[src/rtl/data_unpacker_pkg.sv]
// Shared sizing helpers and state encoding for the wide-to-narrow unpacker.
package data_unpacker_pkg;

  // Integer ceiling division, used to size the number of narrow slices.
  function automatic int ceil_a_by_b(input int a, input int b);
    return (a + b - 1) / b;
  endfunction

  // Ceiling log2: bits needed to index n distinct values (0 for n<=1).
  function automatic int C_LOG_2(input int n);
    int r;
    r = 0;
    for (int i = 0; i < 31; i++)
      if ((1 << i) < n) r = i + 1;
    return r;
  endfunction

  typedef enum logic {
    ST_EMPTY = 1'b0,
    ST_BUSY  = 1'b1
  } unpack_state_e;

endpackage

[src/rtl/data_unpacker.sv]
// Width-down converter: one wide word in, OUT_NUM_DATA narrow slices out,
// least-significant slice first, with no bubble between wide words.
module data_unpacker
  import data_unpacker_pkg::*;
#(
  parameter  int IN_WIDTH     = 128,
  parameter  int OUT_WIDTH    = 64,
  localparam int OUT_NUM_DATA = (ceil_a_by_b(IN_WIDTH, OUT_WIDTH) < 1) ? 1
                                : ceil_a_by_b(IN_WIDTH, OUT_WIDTH),
  localparam int DATA_COUNT_W = (C_LOG_2(OUT_NUM_DATA) < 1) ? 1
                                : C_LOG_2(OUT_NUM_DATA)
) (
  input  logic                 clk,
  input  logic                 reset,
  input  logic                 s_write_req,
  output logic                 s_write_ready,
  input  logic [IN_WIDTH-1:0]  s_write_data,
  input  logic                 s_write_last,
  output logic                 m_write_req,
  input  logic                 m_write_ready,
  output logic [OUT_WIDTH-1:0] m_write_data,
  output logic                 m_write_last
);

  // Buffer is widened to a whole number of slices so the top slice reads
  // zero-padded bits instead of running off the end of the wide word.
  localparam int PAD_W = OUT_NUM_DATA * OUT_WIDTH;
  localparam logic [DATA_COUNT_W-1:0] CNT_MAX = DATA_COUNT_W'(OUT_NUM_DATA - 1);

  unpack_state_e           state_q, state_d;
  logic [DATA_COUNT_W-1:0] cnt_q, cnt_d;
  logic [PAD_W-1:0]        buf_q;
  logic                    last_q;
  logic                    load;
  logic                    valid;
  logic                    at_end;
  logic                    in_fire;
  logic                    out_fire;

  assign valid    = (state_q == ST_BUSY);
  assign at_end   = (cnt_q == CNT_MAX);
  // Accept a new word when idle, or when the final slice leaves this cycle;
  // this is the only combinational path (m_write_ready -> s_write_ready).
  assign s_write_ready = reset && (!valid || (at_end && m_write_ready));
  assign in_fire  = s_write_req && s_write_ready;
  assign out_fire = valid && m_write_ready;

  assign m_write_req  = valid;
  assign m_write_data = buf_q[cnt_q*OUT_WIDTH +: OUT_WIDTH];
  assign m_write_last = valid && last_q && at_end;

  // Next-state: advance the slice index, reload or drain after the last slice.
  always_comb begin
    state_d = state_q;
    cnt_d   = cnt_q;
    load    = 1'b0;
    case (state_q)
      ST_EMPTY: begin
        if (in_fire) begin
          state_d = ST_BUSY;
          cnt_d   = '0;
          load    = 1'b1;
        end
      end
      ST_BUSY: begin
        if (out_fire) begin
          if (!at_end) begin
            cnt_d = cnt_q + 1'b1;
          end else begin
            cnt_d = '0;
            if (in_fire) load = 1'b1;
            else         state_d = ST_EMPTY;
          end
        end
      end
      default: begin
        state_d = ST_EMPTY;
        cnt_d   = '0;
      end
    endcase
  end

  // State and slice index; reset discards any partially emitted word.
  always_ff @(posedge clk or negedge reset) begin
    if (!reset) begin
      state_q <= ST_EMPTY;
      cnt_q   <= '0;
    end else begin
      state_q <= state_d;
      cnt_q   <= cnt_d;
    end
  end

  // Capture the wide word (zero-extended into the padded buffer) and its last tag.
  always_ff @(posedge clk or negedge reset) begin
    if (!reset) begin
      buf_q  <= '0;
      last_q <= 1'b0;
    end else if (load) begin
      buf_q  <= PAD_W'(s_write_data);
      last_q <= s_write_last;
    end
  end

endmodule

[config.mk]
export PLATFORM = sky130hd
export DESIGN_NAME = data_unpacker
export DESIGN_NICKNAME = d
export VERILOG_FILES = /design/src/rtl/data_unpacker_pkg.sv /design/src/rtl/data_unpacker.sv
export SDC_FILE = /design/constraint.sdc
export NUM_CORES = 1
export LEC_CHECK = 0
export BUFFER_PORTS_ARGS = -buffer_cell sky130_fd_sc_hd__buf_4
export CAP_MARGIN = 40
export CORE_MARGIN = 1.5
export CORE_UTILIZATION = 40
export CTS_BUF_LIST = sky130_fd_sc_hd__clkbuf_4 sky130_fd_sc_hd__clkbuf_8
export DETAILED_ROUTE_END_ITERATION = 10
export GPL_TIMING_DRIVEN = 0
export HOLD_SLACK_MARGIN = 0.08
export PLACE_DENSITY = 0.69
export SYNTH_ARGS = -nofsm -noshare
export SYNTH_HDL_FRONTEND = slang
export SYNTH_SLANG_ARGS = --single-unit
[constraint.sdc]
create_clock -name clk -period 2 [get_ports clk]
set_clock_uncertainty 0.2 [all_clocks]
set_input_delay 0.3 -clock clk [delete_from_list [all_inputs] [get_ports clk]]
set_output_delay 0.3 -clock clk [all_outputs]
set_load 0.01 [all_outputs]
# Word-level counts from Yosys, hierarchy flattened
# Index checks and enable logic that the tools add are counted.
# word_totals
reg_bits	131
input_bits	133
output_inout_bits	67
elab_cells	29
# classes
n_addsub	1
eq_ne	2
shift	1
muxes	11
bitwise	1
n_reduce_logical	9
# ops
op	n
$shiftx 128x8->64	1
$mux 1	8
$logic_and 1x1->1	6
$pmux 1 s2	3
$ne 2x1->1 const B	1
$ne 2x2->1 const B	1
$reduce_and 2->1	1
$add 1x1->1 const B	1
$logic_not 1->1	1
$logic_or 1x1->1	1
$not 1->1	1

# Depth between registers and ports, before layout
# Gate-level depths: netlist (run 1).
# depth
depth_word	8
mapped_depth	6
depth_no_buf	3

# Least setup slack after synthesis (run 1)
# Ideal clock, no wire load.
# synth_timing
path_type	register to output
from	register cnt_q, in the netlist at_end
to	output port m_write_data[19]
arrival_time_ns	1.215
required_time_ns	1.500
setup_slack_ns	0.285
path_stages_with_launch	5
n_path_buf	3
cell_sequence	dfrtp_1 buf_2 buf_2 buf_2 mux2_2
# synth_between
elab_chain_len	1
# synth_lines
element	line_no	source
start: declaration	data_unpacker.sv:31	logic [DATA_COUNT_W-1:0] cnt_q, cnt_d;
start signal: assignment	data_unpacker.sv:90	cnt_q <= cnt_d;
$shiftx 128x8->64	data_unpacker.sv:49	assign m_write_data = buf_q[cnt_q*OUT_WIDTH +: OUT_WIDTH];
end: declaration	data_unpacker.sv:21	output logic [OUT_WIDTH-1:0] m_write_data,
# Every way passes these cells.

# Worst setup path after layout (run 1)
# layout_timing
from	register cnt_q, in the netlist at_end
to	output port m_write_data[21]
# Same word-level chain as after synthesis.

==> results of run 1 <==
==> per-layer routing <==
metal | wire length [um] | track usage | share of wire | up-vias
met5 | 0 | 0 | 0 | -
met4 | 385 | 0.1017 | 0.021 | 0
met3 | 752 | 0.04705 | 0.042 | 28
met2 | 9642 | 0.3795 | 0.53 | 142
met1 | 7336 | 0.2335 | 0.40 | 2303
li1 | - | - | - | 2043
==> repair_timing <==
action	CTS	global route
setup endpoints to repair	185	125
pin swaps	0	2
gates cloned	1	17
endpoints found under the hold margin	256	88
gates resized for setup	43	174
buffers inserted	5	7
==> power by group <==
part           leakage (nW)  switching (mW)  internal (mW)
logic                  3.25            2.78           5.54
clock network         0.207            1.01           1.24
registers              1.54           0.764           4.00
==> synthesized netlist by cell type <==
master / count
buf_4: 1
a21oi_4: 1
and2_1: 1
buf_6: 2
buf_8: 11
nand2_1: 4
nand2_2: 1
mux2_1: 110
buf_2: 8
o21ai_0: 1
mux2_2: 83
and3_1: 1
dfrtp_1: 131
o211ai_1: 1
==> worst max-delay path, cell delays in order, from the launching register on <==
cell	delay [ns]
dfrtp_1	0.35
buf_6	0.14
buf_12	0.14
clkbuf_16	0.16
mux2_2	0.34
buf_6	0.12
==> kinds of logic (layout without fill, tap and decap cells) <==
| kind of cell | after synthesis | count (layout) | synth area share |
|---|---|---|---|
| and+or+nand+nor | 7 | 7 | 0.005877 |
| AOI/OAI and AO/OA | 3 | 3 | 0.005006 |
| buffers and inverters | 22 | 415 | 0.04091 |
| muxes | 193 | 193 | 0.3780 |
| DFF | 131 | 131 | 0.5702 |
==> final cells by class <==
type / instances / area (um2) / share of cell area
multi-input combinational: 203 / 2746 / 0.2597
sequential: 131 / 3278 / 0.3100
buffer: 22 / 371.6 / 0.03514
timing repair buffer: 362 / 3557 / 0.3364
clock buffer: 28 / 354.1 / 0.03348
clock inverter: 3 / 42.54 / 0.004023
tap: 180 / 225.2 / 0.02130
==> metrics by stage <==
stage,worst slack (ns),total power [mW]
floorplan,0.2854,7.612
global placement,-1.255,9.863
detailed placement,-0.6668,10.10
CTS,-0.2191,13.07
global route,-0.2494,16.09
finish,-0.1996,15.34
==> state kept, by name, summed over array words and instances, names as in the netlist <==
name	cells
last_q	1
buf_q	128
m_write_req	1
at_end	1
==> worst paths after layout <==
check | startpoint | cells after the start | end | slack [ns]
max in group asynchronous | reset | 2 | buf_q[106] | 1.31
worst min register to register | buf_q[90] | 1 | buf_q[90] | 0.30
min in group clk | buf_q[90] | 1 | buf_q[90] | 0.30
worst max register to register | at_end | 9 | buf_q[15] | -0.08
worst min-delay path | reset | 1 | buf_q[5] | -0.44
worst max-delay path | at_end | 5 | m_write_data[21] | -0.20
==> reports/qor.txt, run 1 <==
status: finished, violations left
failing checks: negative hold slack, negative setup slack
static leakage: 4.995 nW
first-pass GRT wire length: 23.90 mm
Gate Count Post-Synth: 356
setup TNS: -14.84 ns
drt pass-1 iters: 4
I/O pins: 200
clk sinks: 131
I/O Buffers: 199
Final Hold Viols: 88
GP Congestion: 0.7178
vias in the first global route: 4,922
Rel. slew slack: 0.7258
GR Util All Layers: 0.2104
unrepaired setup endpoints after global routing: yes
Worst EP arrival: 1.70 ns
max-cap check violation count: 0
Cell Count Post-Placement: 736
post-route ant nets: 0
top post-synthesis cells by area: dfrtp_1 (57%), mux2_1 (22%), mux2_2 (16%)
CP Capture Type: output port
worst-skew pair later-pin latency: 0.45 ns
max-slew violation count: 0
post-synth cell types: 14
share of the synthesized area in the top cell type: 0.5702
dpl cell area: 0.007500 mm2
clk root buf: clkbuf_8
Synth Warn #: 0
period utilization: 1.100
# fillers: 825
chip width: 122.9 um
Seq cells post-synth: 131
CTS tree: built
final setup margin: -0.1996 ns
synthesized net count: 489
worst-path maximum fanout: 7
hpwl dp: 9.635 mm
Routed WL per cell: 19.50 um
die area: 0.01510 mm2
commonest cells after routing, fill and taps aside: buf_4 (168), mux2_4 (132), dlygate4sd3_1 (132), dfrtp_1 (131), mux2_2 (51)
Num CTS Buffers: 17
Hold Buf Count CTS: 132
htree depth: 4
Worst-Margin Slew: 0.4113 ns
final setup fails: 173
CTS Buffer Depth: 2
core region area: 0.01393 mm2
Syn Area/Cell: 16.15 um2
Via density: 4.861
fraction of layout cells with a size suffix above 1: 0.6288
routed via count: 4,516
Min Hold Slack: -0.4396 ns
sequential share of the synthesized area: 0.5702
Synth Cell Area: 0.005749 mm2
cell area power density: 1451 mW/mm2
fin nets: 870
Worst-path clk slew: 0.07 ns
kind of critical path: reg2out
class of the tightest hold or removal check: in2async
clock period minus worst slack: 2.200 ns
Peak Freq: 0.4546 GHz
drt total wl: 18.12 mm
Die H: 122.9 um
Post-Route Utilization: 0.7589
crit start category: flop
largest net degree at the start of global routing: 50
Final Cell Area: 0.01058 mm2
Req. time, crit path: 1.50 ns
area leader, netlist: dfrtp_1
area growth from synthesis to layout: 83.94%
initial antenna violation count: 0
Ant. Diodes: 0
fin cells: 929
Core Rows: 43
Worst VDD drop: 876.9 uV
DRC Markers: 0
commonest non-fill, non-tap cell in the layout: buf_4
total grt overflow: 0
initial core utilization: 0.4126
Iteration-0 DRC Markers: 112
(Power assumes the default switching activity.)
==> inputs of run 2 (changes only) <==
--- a/config.mk
+++ b/config.mk
@@ -14,6 +14,7 @@
 export GPL_TIMING_DRIVEN = 0
 export HOLD_SLACK_MARGIN = 0.08
 export PLACE_DENSITY = 0.69
+export REMOVE_ABC_BUFFERS = 1
 export SYNTH_ARGS = -nofsm -noshare
 export SYNTH_HDL_FRONTEND = slang
 export SYNTH_SLANG_ARGS = --single-unit
==> run 2 against run 1 <==
Net effect: the run ends with negative setup slack left; via count down 2.9%; global-route usage about the same; die area stayed put; clock power up 7%; wire length is 12% lower; combinational power decreased by 27%; cell area decreased by 7.1%; maximum frequency up 1.5%; critical endpoint is now m_write_data[38]; largest cell class unchanged.
==> reports/qor.txt, run 2 (same netlist as run 1, synthesis figures left out) <==
Iteration-0 DRC Markers: 133
Placement Setup Slack: -1.599 ns
unrepaired setup endpoints after global routing: yes
final setup fails: 114
chip width: 122.9 um
hpwl dp: 8.756 mm
clock period minus worst slack: 2.167 ns
clk root buf: clkbuf_8
crit start category: flop
Min Hold Slack: 0.2731 ns
worst-skew pair later-pin latency: 0.42 ns
static leakage: 4.488 nW
vias in the first global route: 4,685
Core Rows: 43
CTS tree: built
drt pass-1 iters: 4
hold endpoint: at_end
kind of critical path: reg2out
Num CTS Buffers: 17
routed via count: 4,387
hold path depth: 4
post-route ant nets: 0
area growth from synthesis to layout: 70.88%
footprint of the multi-input gates: 0.002268 mm2
FF+latch area: 0.003282 mm2
Die H: 122.9 um
period utilization: 1.083
max-cap check violation count: 0
commonest non-fill, non-tap cell in the layout: buf_4
RR Startpoint: at_end
fin cells: 925
failing checks: negative setup slack
Cell Count Post-Placement: 720
fraction of layout cells with a size suffix above 1: 0.4899
Routed WL per cell: 17.20 um
I/O pins: 200
core region area: 0.01393 mm2
commonest cells after routing, fill and taps aside: buf_4 (216), dlygate4sd3_1 (135), dfrtp_1 (130), mux2_1 (107), mux2_2 (83)
initial core utilization: 0.4126
class of the tightest hold or removal check: in2reg
Worst R2R End: buf_q[102]
largest net degree at the start of global routing: 40
Reg2Reg Depth: 7
Final Hold Viols: 0
initial antenna violation count: 0
Final Cell Area: 0.009824 mm2
max-slew violation count: 0
Worst-path clk slew: 0.07 ns
max FFs per register: 128
total grt overflow: 0
Via density: 4.743
status: finished, violations left
DRC Markers: 0
fin nets: 865
Worst VDD drop: 838.7 uV
drt total wl: 15.91 mm
I/O Buffers: 199
worst-path maximum fanout: 14
Req. time, crit path: 1.50 ns
Worst EP arrival: 1.67 ns
GP Congestion: 0.6887
cell area power density: 1339 mW/mm2
Peak Freq: 0.4615 GHz
# fillers: 908
Post-Route Utilization: 0.7050
final setup margin: -0.1667 ns
htree depth: 4
first-pass GRT wire length: 23.87 mm
Ant. Diodes: 0
CP Capture Type: output port
Reg2Reg Setup Slack: -0.05 ns
CTS Buffer Depth: 2
Rel. slew slack: 0.6945
dpl cell area: 0.007418 mm2
die area: 0.01510 mm2
clk sinks: 131
Worst-Margin Slew: 0.4573 ns
Top reg by flops: buf_q
Hold Crit Start: s_write_req
GR Util All Layers: 0.2104
[run 2: layout make-up]
class	instances	area share
well taps	180	0.02292
repair buffers	378	0.3678
multi-input cells	204	0.2309
flip-flops and latches	131	0.3341
clock inverters	8	0.01261
clock buffers	24	0.03171
[run 2: how the worst max path moves through the flow]
| stage | startpoint | end | slack (ns) |
|---|---|---|---|
| 3_5_place_dp | reset | buf_q[82] | -1.60 |
| 6_report | at_end | m_write_data[38] | -0.17 |
| 4_1_cts | at_end | m_write_data[53] | -0.19 |
| 5_1_grt | at_end | m_write_data[32] | -0.23 |
| 3_3_place_gp | at_end | buf_q[108] | -4.58 |
| 2_1_floorplan | at_end | buf_q[100] | -2.86 |
[run 2: metal layers]
layer / vias up / routed length, um / track usage
met5: - / 0 / 0
met4: 0 / 201 / 0.06032
met3: 17 / 866 / 0.06135
met2: 134 / 8391 / 0.3733
met1: 2204 / 6452 / 0.2468
li1: 2032 / - / -
[run 2: per-stage QoR]
step | total power, mW | TNS, ns
6_report | 13.15 | -10.41
4_1_cts | 13.06 | -13.71
3_5_place_dp | 10.00 | -168.11
5_1_grt | 13.97 | -19.20
2_1_floorplan | 7.484 | -401.88
3_3_place_gp | 9.458 | -690.73
[run 2: critical path, cell delays in order (launching register included)]
cell,delay (ns)
dfrtp_4,0.51
buf_8,0.20
mux2_2,0.37
buf_4,0.15
[run 2: repair_timing]
action	CTS	global route
hold buffers	141	0
hold endpoints to repair	262	0
gates cloned	6	3
setup endpoints to repair	195	138
gates resized for setup	12	4
buffers inserted	8	16
pin swaps	1	1
[run 2: power breakdown]
part	switching, mW	total, mW	internal, mW
Clock	0.998	2.40	1.41
Sequential	0.682	4.68	4.00
Combinational	2.36	6.07	3.71
==> inputs of run 3 (changes only) <==
--- a/config.mk
+++ b/config.mk
@@ -7,13 +7,15 @@
 export LEC_CHECK = 0
 export BUFFER_PORTS_ARGS = -buffer_cell sky130_fd_sc_hd__buf_4
 export CAP_MARGIN = 40
+export CELL_PAD_IN_SITES_DETAIL_PLACEMENT = 1
+export CELL_PAD_IN_SITES_GLOBAL_PLACEMENT = 1
 export CORE_MARGIN = 1.5
 export CORE_UTILIZATION = 40
 export CTS_BUF_LIST = sky130_fd_sc_hd__clkbuf_4 sky130_fd_sc_hd__clkbuf_8
 export DETAILED_ROUTE_END_ITERATION = 10
 export GPL_TIMING_DRIVEN = 0
 export HOLD_SLACK_MARGIN = 0.08
-export PLACE_DENSITY = 0.69
+export PLACE_DENSITY = 0.82
 export REMOVE_ABC_BUFFERS = 1
 export SYNTH_ARGS = -nofsm -noshare
 export SYNTH_HDL_FRONTEND = slang
==> run 3 against run 2 <==
Net effect: the run ends with negative hold slack, negative setup slack left; wire length up 49%; register-to-register slack worse by 0.05 ns; combinational power up 31%; total power up 14%; flip-flop and latch count unchanged; clock power down 9.2%; core utilization up 1.8 points; worst hold slack worse by 0.63 ns; die area unchanged.
==> reports/qor.txt, run 3 (same netlist as run 1, synthesis figures left out) <==
clk sinks: 131
vias in the first global route: 5,450
Worst-Margin Slew: 0.5515 ns
crit start category: flop
Peak Freq: 0.4491 GHz
Core Rows: 43
Die H: 122.9 um
failing checks: negative hold slack, negative setup slack
Iteration-0 DRC Markers: 111
Worst VDD drop: 952.3 uV
Num CTS Buffers: 17
status: finished, violations left
htree depth: 4
Req. time, crit path: 1.50 ns
max FFs per register: 128
max-cap check violation count: 0
period utilization: 1.113
DRC Markers: 0
post-route ant nets: 0
max-slew violation count: 0
final setup fails: 126
initial core utilization: 0.4126
I/O pins: 200
Min Hold Slack: -0.3615 ns
kind of critical path: reg2out
hpwl dp: 9.969 mm
Placement Setup Slack: -0.9704 ns
GR Util All Layers: 0.2773
initial antenna violation count: 1
drt pass-1 iters: 5
Worst-path clk slew: 0.08 ns
total grt overflow: 0
unrepaired setup endpoints after global routing: yes
Top reg by flops: buf_q
setup TNS: -14.11 ns
commonest non-fill, non-tap cell in the layout: buf_4
static leakage: 4.623 nW
clk root buf: clkbuf_8
CTS tree: built
area growth from synthesis to layout: 75.37%
Cell Count Post-Placement: 720
die area: 0.01510 mm2
total power: 15.05 mW
CTS Buffer Depth: 2
Routed WL per cell: 25.98 um
I/O Buffers: 199
chip width: 122.9 um
final setup margin: -0.2269 ns
commonest cells after routing, fill and taps aside: buf_4 (161), dlygate4sd3_1 (131), dfrtp_1 (130), mux2_2 (77), mux2_1 (60)
worst-path maximum fanout: 5
largest net degree at the start of global routing: 71
CP Capture Type: output port
class of the tightest hold or removal check: in2async
cell area power density: 1493 mW/mm2
clock period minus worst slack: 2.227 ns
first-pass GRT wire length: 30.26 mm
Rel. slew slack: 0.6324
Hold Buf Count CTS: 131
routed via count: 4,650
core region area: 0.01393 mm2
Via density: 5.099
Worst EP arrival: 1.73 ns
Final Hold Viols: 61
fin cells: 912
GP Congestion: 0.7054
drt total wl: 23.69 mm
worst-skew pair later-pin latency: 0.44 ns
fraction of layout cells with a size suffix above 1: 0.5527
fin nets: 854
[run 3: changes by cell type in the layout (fill, tap and decap cells not counted), moves of 2 or more]
| cell | before | now |
|---|---|---|
| mux2_1 | 107 | 60 |
| mux2_4 | 3 | 56 |
| buf_6 | 2 | 45 |
| dlygate4sd3_1 | 135 | 131 |
| bufbuf_16 | 3 | 0 |
| bufinv_16 | 3 | 1 |
| clkbuf_16 | 3 | 7 |
| buf_4 | 216 | 161 |
| mux2_2 | 83 | 77 |
| buf_8 | 2 | 4 |
[run 3: cell type report]
cell class,instances,area [um2]
Clock inverter,5,52.55
Multi-Input combinational cell,203,2470
Clock buffer,24,311.5
Sequential cell,131,3282
Fill cell,1222,3852
Tap cell,180,225.2
Antenna cell,1,2.502
Timing Repair Buffer,368,3739
[run 3: stage by stage]
| stage | cell area [um2] | util | hold WS [ns] |
|---|---|---|---|
| after CTS | 9460 | 0.6789 | -0.3637 |
| after global placement | 7233 | 0.5191 | 0.2614 |
| after floorplan | 5514 | - | -0.1956 |
| final | 10080 | 0.7235 | -0.3615 |
| after global routing | 10080 | 0.7235 | -0.3447 |
| after detailed placement | 7418 | 0.5324 | 0.1255 |
[run 3: final timing paths]
path	end	slack, ns	depth (start not counted)	startpoint
worst max-delay path	m_write_data[16]	-0.23	4	at_end
worst min-delay path	buf_q[65]	-0.36	1	reset
worst max register to register	buf_q[101]	-0.10	8	at_end
worst min register to register	buf_q[88]	0.29	1	buf_q[88]
max in group asynchronous	buf_q[45]	1.22	2	reset
min in group clk	at_end	0.20	4	s_write_req
[run 3: per-layer routing]
layer / track usage / vias to the layer above / share of wire
li1: - / 2000 / -
met1: 0.2722 / 2382 / 0.35
met2: 0.5368 / 198 / 0.57
met3: 0.06919 / 70 / 0.050
met4: 0.1323 / 0 / 0.034
met5: 0 / - / 0
[run 3: repair_timing]
action / CTS / global route
setup buffers: 9 / 8
gates resized for setup: 33 / 108
pin swaps: 1 / 1
endpoints found under the hold margin: 192 / 61
setup endpoints to repair: 195 / 182
gates cloned: 6 / 10
[run 3: power by group]
part	total, mW	leakage [nW]	internal, mW	switching, mW
clock	2.18	0.191	1.13	1.05
combinational	7.96	2.89	4.86	3.10
sequential	4.91	1.54	4.01	0.900
[run 3: critical path, cell delays in order, from the launching register on]
cell,delay (ns)
dfrtp_4,0.52
buf_12,0.16
clkbuf_16,0.16
mux2_2,0.30
buf_6,0.14
